### src/rtl/bram_ctrl_pkg.sv
// Shared definitions for the BRAM byte-access controller: default geometry
// and the request/response sequencer state encoding.
package bram_ctrl_pkg;

    localparam int SIZE_DEF       = 512;
    localparam int ADDR_WIDTH_DEF = 9;
    localparam int DI_WIDTH_DEF   = 8;

    typedef enum logic [1:0] {
        IDLE    = 2'd0,
        RD_WAIT = 2'd1,
        RD_CAP  = 2'd2,
        RSP     = 2'd3
    } state_e;

endpackage

### src/rtl/bram_byte_access_ctrl.sv
// Request/response front end for a read-first, byte-enable single-port BRAM.
// Optional macro BRAM_CTRL_WR_ACK_EN: writes also return the pre-write word.
module bram_byte_access_ctrl
    import bram_ctrl_pkg::*;
#(
    parameter int SIZE       = SIZE_DEF,
    parameter int ADDR_WIDTH = ADDR_WIDTH_DEF,
    parameter int DI_WIDTH   = DI_WIDTH_DEF
) (
    input  logic                    CLK,
    input  logic                    RST_N,
    input  logic                    req_valid,
    output logic                    req_ready,
    input  logic                    req_wr,
    input  logic [1:0]              req_be,
    input  logic [ADDR_WIDTH-1:0]   req_addr,
    input  logic [2*DI_WIDTH-1:0]   req_wdata,
    output logic                    rsp_valid,
    input  logic                    rsp_ready,
    output logic [2*DI_WIDTH-1:0]   rsp_rdata,
    output logic                    rsp_err,
    output logic [1:0]              ram_we,
    output logic [ADDR_WIDTH-1:0]   ram_addr,
    output logic [2*DI_WIDTH-1:0]   ram_di,
    input  logic [2*DI_WIDTH-1:0]   ram_do
);

    localparam int unsigned SIZE_U = SIZE;

    state_e                  state_q, state_d;
    logic [1:0]              ram_we_q, ram_we_d;
    logic [ADDR_WIDTH-1:0]   ram_addr_q, ram_addr_d;
    logic [2*DI_WIDTH-1:0]   ram_di_q, ram_di_d;
    logic [2*DI_WIDTH-1:0]   rsp_rdata_q, rsp_rdata_d;
    logic                    rsp_err_q, rsp_err_d;
    logic                    err_q, err_d;

    logic accept;
    logic in_range;

    assign req_ready = (state_q == IDLE);
    assign accept    = req_valid && req_ready;
    assign in_range  = (32'(req_addr) < SIZE_U);

    always_comb begin
        state_d     = state_q;
        ram_we_d    = 2'b00;
        ram_addr_d  = ram_addr_q;
        ram_di_d    = ram_di_q;
        rsp_rdata_d = rsp_rdata_q;
        rsp_err_d   = rsp_err_q;
        err_d       = err_q;
        case (state_q)
            IDLE: begin
                if (accept) begin
                    ram_addr_d = req_addr;
                    if (req_wr) begin
                        ram_di_d = req_wdata;
                        // Out-of-range writes are swallowed: no strobe reaches the RAM.
                        if (in_range) ram_we_d = req_be;
`ifdef BRAM_CTRL_WR_ACK_EN
                        state_d = RD_WAIT;
                        err_d   = !in_range;
`endif
                    end else begin
                        state_d = RD_WAIT;
                        err_d   = !in_range;
                    end
                end
            end
            RD_WAIT: state_d = RD_CAP;
            RD_CAP: begin
                // ram_do now carries the word read (pre-write for acked writes).
                rsp_rdata_d = err_q ? '0 : ram_do;
                rsp_err_d   = err_q;
                state_d     = RSP;
            end
            RSP: begin
                if (rsp_ready) state_d = IDLE;
            end
            default: state_d = IDLE;
        endcase
    end

    always_ff @(posedge CLK or negedge RST_N) begin
        if (!RST_N) begin
            state_q     <= IDLE;
            ram_we_q    <= 2'b00;
            ram_addr_q  <= '0;
            ram_di_q    <= '0;
            rsp_rdata_q <= '0;
            rsp_err_q   <= 1'b0;
            err_q       <= 1'b0;
        end else begin
            state_q     <= state_d;
            ram_we_q    <= ram_we_d;
            ram_addr_q  <= ram_addr_d;
            ram_di_q    <= ram_di_d;
            rsp_rdata_q <= rsp_rdata_d;
            rsp_err_q   <= rsp_err_d;
            err_q       <= err_d;
        end
    end

    assign rsp_valid = (state_q == RSP);
    assign rsp_rdata = rsp_rdata_q;
    assign rsp_err   = rsp_err_q;
    assign ram_we    = ram_we_q;
    assign ram_addr  = ram_addr_q;
    assign ram_di    = ram_di_q;

endmodule

### config.mk
export PLATFORM = sky130hd
export DESIGN_NAME = bram_byte_access_ctrl
export DESIGN_NICKNAME = d
export VERILOG_FILES = /design/src/rtl/bram_ctrl_pkg.sv /design/src/rtl/bram_byte_access_ctrl.sv
export SDC_FILE = /design/constraint.sdc
export NUM_CORES = 1
export LEC_CHECK = 0
export ABC_AREA = 1
export BUFFER_PORTS_ARGS = -buffer_cell sky130_fd_sc_hd__buf_2
export CAP_MARGIN = 20
export CORE_MARGIN = 8
export CORE_UTILIZATION = 35
export DETAILED_ROUTE_END_ITERATION = 8
export HOLD_SLACK_MARGIN = 0.15
export PLACE_DENSITY = 0.72
export SLEW_MARGIN = 20
export SYNTH_ARGS = -nofsm -noshare
export SYNTH_HDL_FRONTEND = slang
export SYNTH_SLANG_ARGS = --single-unit
export TNS_END_PERCENT = 5
### constraint.sdc
create_clock -name CLK -period 1.5 [get_ports CLK]
set_input_delay 0.375 -clock CLK [delete_from_list [all_inputs] [get_ports CLK]]
set_output_delay 0.375 -clock CLK [all_outputs]
set_load 0.1 [all_outputs]
Word level (Yosys, flattened, before mapping)
Index checks and enable logic that the tools add are counted.
{"block": "totals", "output_inout_bits": 46, "inputBits": 48, "reg_bits": 45}
{"block": "classes", "n_mux": 7, "reduce_logical": 5, "eq_ne": 6}
{"operator": "2-to-1 mux 2 bit", "n": 6}
{"operator": "case mux 2 bit (4 select lines)", "n": 1}
{"operator": "AND reduction 3 bit", "n": 2}
{"operator": "== test 2 bit, second input constant", "n": 2}
{"operator": "!= test 2 x 1 -> 1 bit, second input constant", "n": 2}
{"operator": "== test 2 x 1 -> 1 bit, second input constant", "n": 1}
{"operator": "zero test 2 bit", "n": 1}
{"operator": "!= test 2 bit, second input constant", "n": 1}
{"operator": "AND reduction 2 bit", "n": 1}
{"operator": "logical AND 1 bit", "n": 1}

Depth between registers and ports, before layout
{"block": "logic_depth", "word_depth": 4, "mapped_depth": 8, "ltp_nobuf": 7}

Worst setup path before layout
No wires, ideal clock.
{"block": "synth_timing", "path_type": "flip-flop to flip-flop", "startpoint": "register state_q[0]", "endpoint": "register ram_di_q[1], in the netlist ram_di[1]", "setup_time_ps": 122, "period_less_slack_ps": 2279, "arrival_time_ps": 2157, "path_stages_with_launch": 9, "path_slack_ps": -779, "t_required_ps": 1378, "path_cell_list": "dfrtp_1 -> inv_1 -> ha_1 -> nand2_1 -> nor2_8 -> inv_2 -> buf_6 -> nand2_1 -> nand2_1"}
{"block": "synth_via", "elab_chain_len": 3}
{"item": "start: declaration", "line": "bram_byte_access_ctrl.sv:30", "rtl": "state_e state_q, state_d;"}
{"item": "start signal: assignment", "line": "bram_byte_access_ctrl.sv:95", "rtl": "state_q <= state_d;"}
{"item": "zero test 2 bit (*)", "line": "bram_byte_access_ctrl.sv:41", "rtl": "assign req_ready = (state_q == IDLE);"}
{"item": "net req_ready", "line": "bram_byte_access_ctrl.sv:13", "rtl": "output logic req_ready,"}
{"item": "logical AND 1 bit", "line": "bram_byte_access_ctrl.sv:42", "rtl": "assign accept = req_valid && req_ready;"}
{"item": "AND reduction 3 bit (no source line) (*)"}
{"item": "end signal: assignment", "line": "bram_byte_access_ctrl.sv:98", "rtl": "ram_di_q <= ram_di_d;"}
{"item": "end: declaration", "line": "bram_byte_access_ctrl.sv:33", "rtl": "logic [2*DI_WIDTH-1:0] ram_di_q, ram_di_d;"}
The timed path passes the listed nets; every way through them passes the cells marked *.
A chain may end at the register's enable or synchronous reset.

Worst setup path after layout
{"block": "layout_timing", "startpoint": "register state_q[1]", "endpoint": "output port req_ready"}
{"block": "layout_via", "elab_chain_len": 1}
{"item": "zero test 2 bit", "line": "bram_byte_access_ctrl.sv:41"}
{"item": "end: declaration", "line": "bram_byte_access_ctrl.sv:13"}
No other way between the ends.

==> results.ini <==
[logic_synthesis]
yosysMostFrequentCell = nand2_1
ys_top_cells_by_count = nand2_1 (122), dfrtp_1 (45), nand3_1 (10)
yosysWarningCount = 0
yosys_register_bits = 45
synthTopCellsByArea = dfrtp_1 (62%), nand2_1 (25%), ha_1 (2.7%)
syn_area_um2 = 1823
syn_inst = 205
syn_area_per_cell_um2 = 8.893
synth.largest_area_cell = dfrtp_1
async_flop_share = 1.000
syn_nets = 257
synthDistinctLibCells = 15
synth_ff_type = dfrtp_1
synth-edff-count = 0
yosysTopAreaCellShare = 0.6177
ys_seq_area_frac = 0.6177

[floorplan]
core_area_um2 = 5075
ios = 94
initial_core_util = 0.3592
rows = 26
die-area_um2 = 7774
die_w_um = 88.17
fp.dieH_um = 88.17

[routing]
drtAntennaViolNets = 0
vias = 1565
wl_per_cell_um = 11.85
drt_first_pass_iters = 4
viasPerCell = 4.151
route.detailed.drc = 0
drt_iter0_markers = 51
wl_um = 4468

[setup_path]
cp_cell_sequence = inv_2, ha_4, buf_12
startpoint = state_q[1]
critical_path.slowest_cell = dfrtp_1
critPathMaxFanout = 3
worstSetupEndpoint = req_ready
path_delay_family = flip-flops
crit_buf_inv = 2
crit_required_ns = 1.12
worst-path-stages = 3
max_stage_delay_ns = 0.42
end_kind = output port
rr_worst_depth = 8
worst_setup_path_start_kind = flip-flop
crit_type = flip-flop to output port
worstReg2RegStart = state_q[1]
reg2reg_slack_ns = 0.09
cp_data_arrival_time_ns = 1.11
regToRegEndpoint = ram_di[7]

[hold_path]
hold_class = input port to flip-flop

[clock_tree]
clockRootBuffer = clkbuf_8
h-tree-depth = 2
insertion_delay_ns = 0.28
clockBufferDepth = 2
cts.sinks = 45
cts_tree = done
numCtsBuffers = 5
path_clk_slew_ns = 0.08

[global_route]
antenna_found_initial = 0
grt-ovfl-total = 0
grt_pass1_wl_um = 7258
grt_max_degree = 30
grt_pass1_vias = 1598
track_usage = 0.1187

[timing]
period_share = 0.9926
max_freq_ghz = 0.6717
hold_viol = 0
hold_ws_ns = 0.2835
setup_viol_count_final = 0
timing.setup.tns_ns = 0
skew_ns = 0.005236
maxSlewViolCount = 0
layout_min_cycle_time_ns = 1.489
rsz0062_at_grt = yes

[status]
status = completed

[cells_and_area]
finalNetCount = 358
diodes = 0
nFillCells = 480
syn2layout_area_growth_pct = 44.96
drive_gt1_frac = 0.3811

[placement]
gp_congestion = 0.7162
dp_hpwl_um = 3556
port_buffers = 92

[flow_run]
maxCapViolCount = 0

[final cells by class]
class	count	area, µm²	area share
Inverter	9	36.28	0.01373
Sequential cell	45	1126	0.4261
Clock buffer	7	86.33	0.03267
Multi-Input combinational cell	143	630.6	0.2386
Timing Repair Buffer	102	645.6	0.2443
Tap cell	70	87.58	0.03314
Clock inverter	1	30.03	0.01136
[cell families after synthesis]
kind of cell  count (synthesis)  share of synthesized area
other cells                   1                   0.002057
fa+ha+maj                     4                    0.02745
flops                        45                     0.6177
simple gates                138                     0.3068
buf+inv                      17                    0.04598
[flip-flops by register name (all words and copies together), names as in the netlist]
signal     flops
ram_we         2
state_q        2
ram_di        16
rsp_rdata     16
ram_addr       9
[how the worst min path moves through the flow]
stage	slack, ns	from	to	depth (start not counted)
after floorplan	0.08	RST_N	ram_addr[0]	0
after global placement	0.32	RST_N	ram_addr[1]	1
after detailed placement	0.32	RST_N	ram_addr[1]	1
after CTS	0.27	req_wdata[10]	ram_di[10]	3
after global routing	0.27	req_be[1]	ram_we[1]	3
final	0.28	req_wdata[2]	ram_di[2]	3
[cell usage in the layout, fill, tap and decap left out]
cell / count
nand2_1: 121
buf_2: 79
dfrtp_1: 45
nand3_1: 10
clkbuf_4: 8
buf_4: 8
clkbuf_8: 6
buf_12: 6
inv_1: 5
inv_2: 3
nor2_1: 2
nand4_1: 2
ha_1: 2
nand2_4: 1
nand2_2: 1
nor2_8: 1
inv_4: 1
ha_4: 1
ha_2: 1
conb_1: 1
bufinv_16: 1
clkbuf_1: 1
dlygate4sd3_1: 1
[metal layers]
| layer | GRT usage | vias to the layer above | routed length [µm] |
|---|---|---|---|
| met2 | 0.2037 | 53 | 2176 |
| met3 | 0.03377 | 4 | 377 |
| li1 | - | 818 | - |
| met5 | 0 | - | 0 |
| met1 | 0.1390 | 690 | 1888 |
| met4 | 0.03687 | 0 | 25 |
[worst min-delay path: cells and delay by family]
| kind | cells | cell delay, ns |
|---|---|---|
| buf+inv | 1 | 0.07 |
| simple gates | 2 | 0.09 |
[metrics by stage]
| stage | cells | area (µm²) | setup WS (ns) | util |
|---|---|---|---|---|
| after CTS | 377 | 2620 | -0.002680 | 0.5163 |
| after floorplan | 205 | 1841 | -0.09546 | - |
| final | 377 | 2643 | 0.01117 | 0.5207 |
| after global placement | 365 | 2471 | 0.1222 | 0.4869 |
| after global routing | 377 | 2643 | -0.05181 | 0.5207 |
| after detailed placement | 365 | 2471 | 0.04469 | 0.4869 |
[timing repair]
item	4_1_cts	5_1_grt
buffers inserted	3	0
hold buffers	1	0
gates resized for setup	2	9
endpoints found under the setup margin	1	24
hold endpoints to repair	16	0
pin swaps	1	1
Power is not shown: default switching activity piles up to over one toggle a cycle in this logic, so the estimate is an artifact.
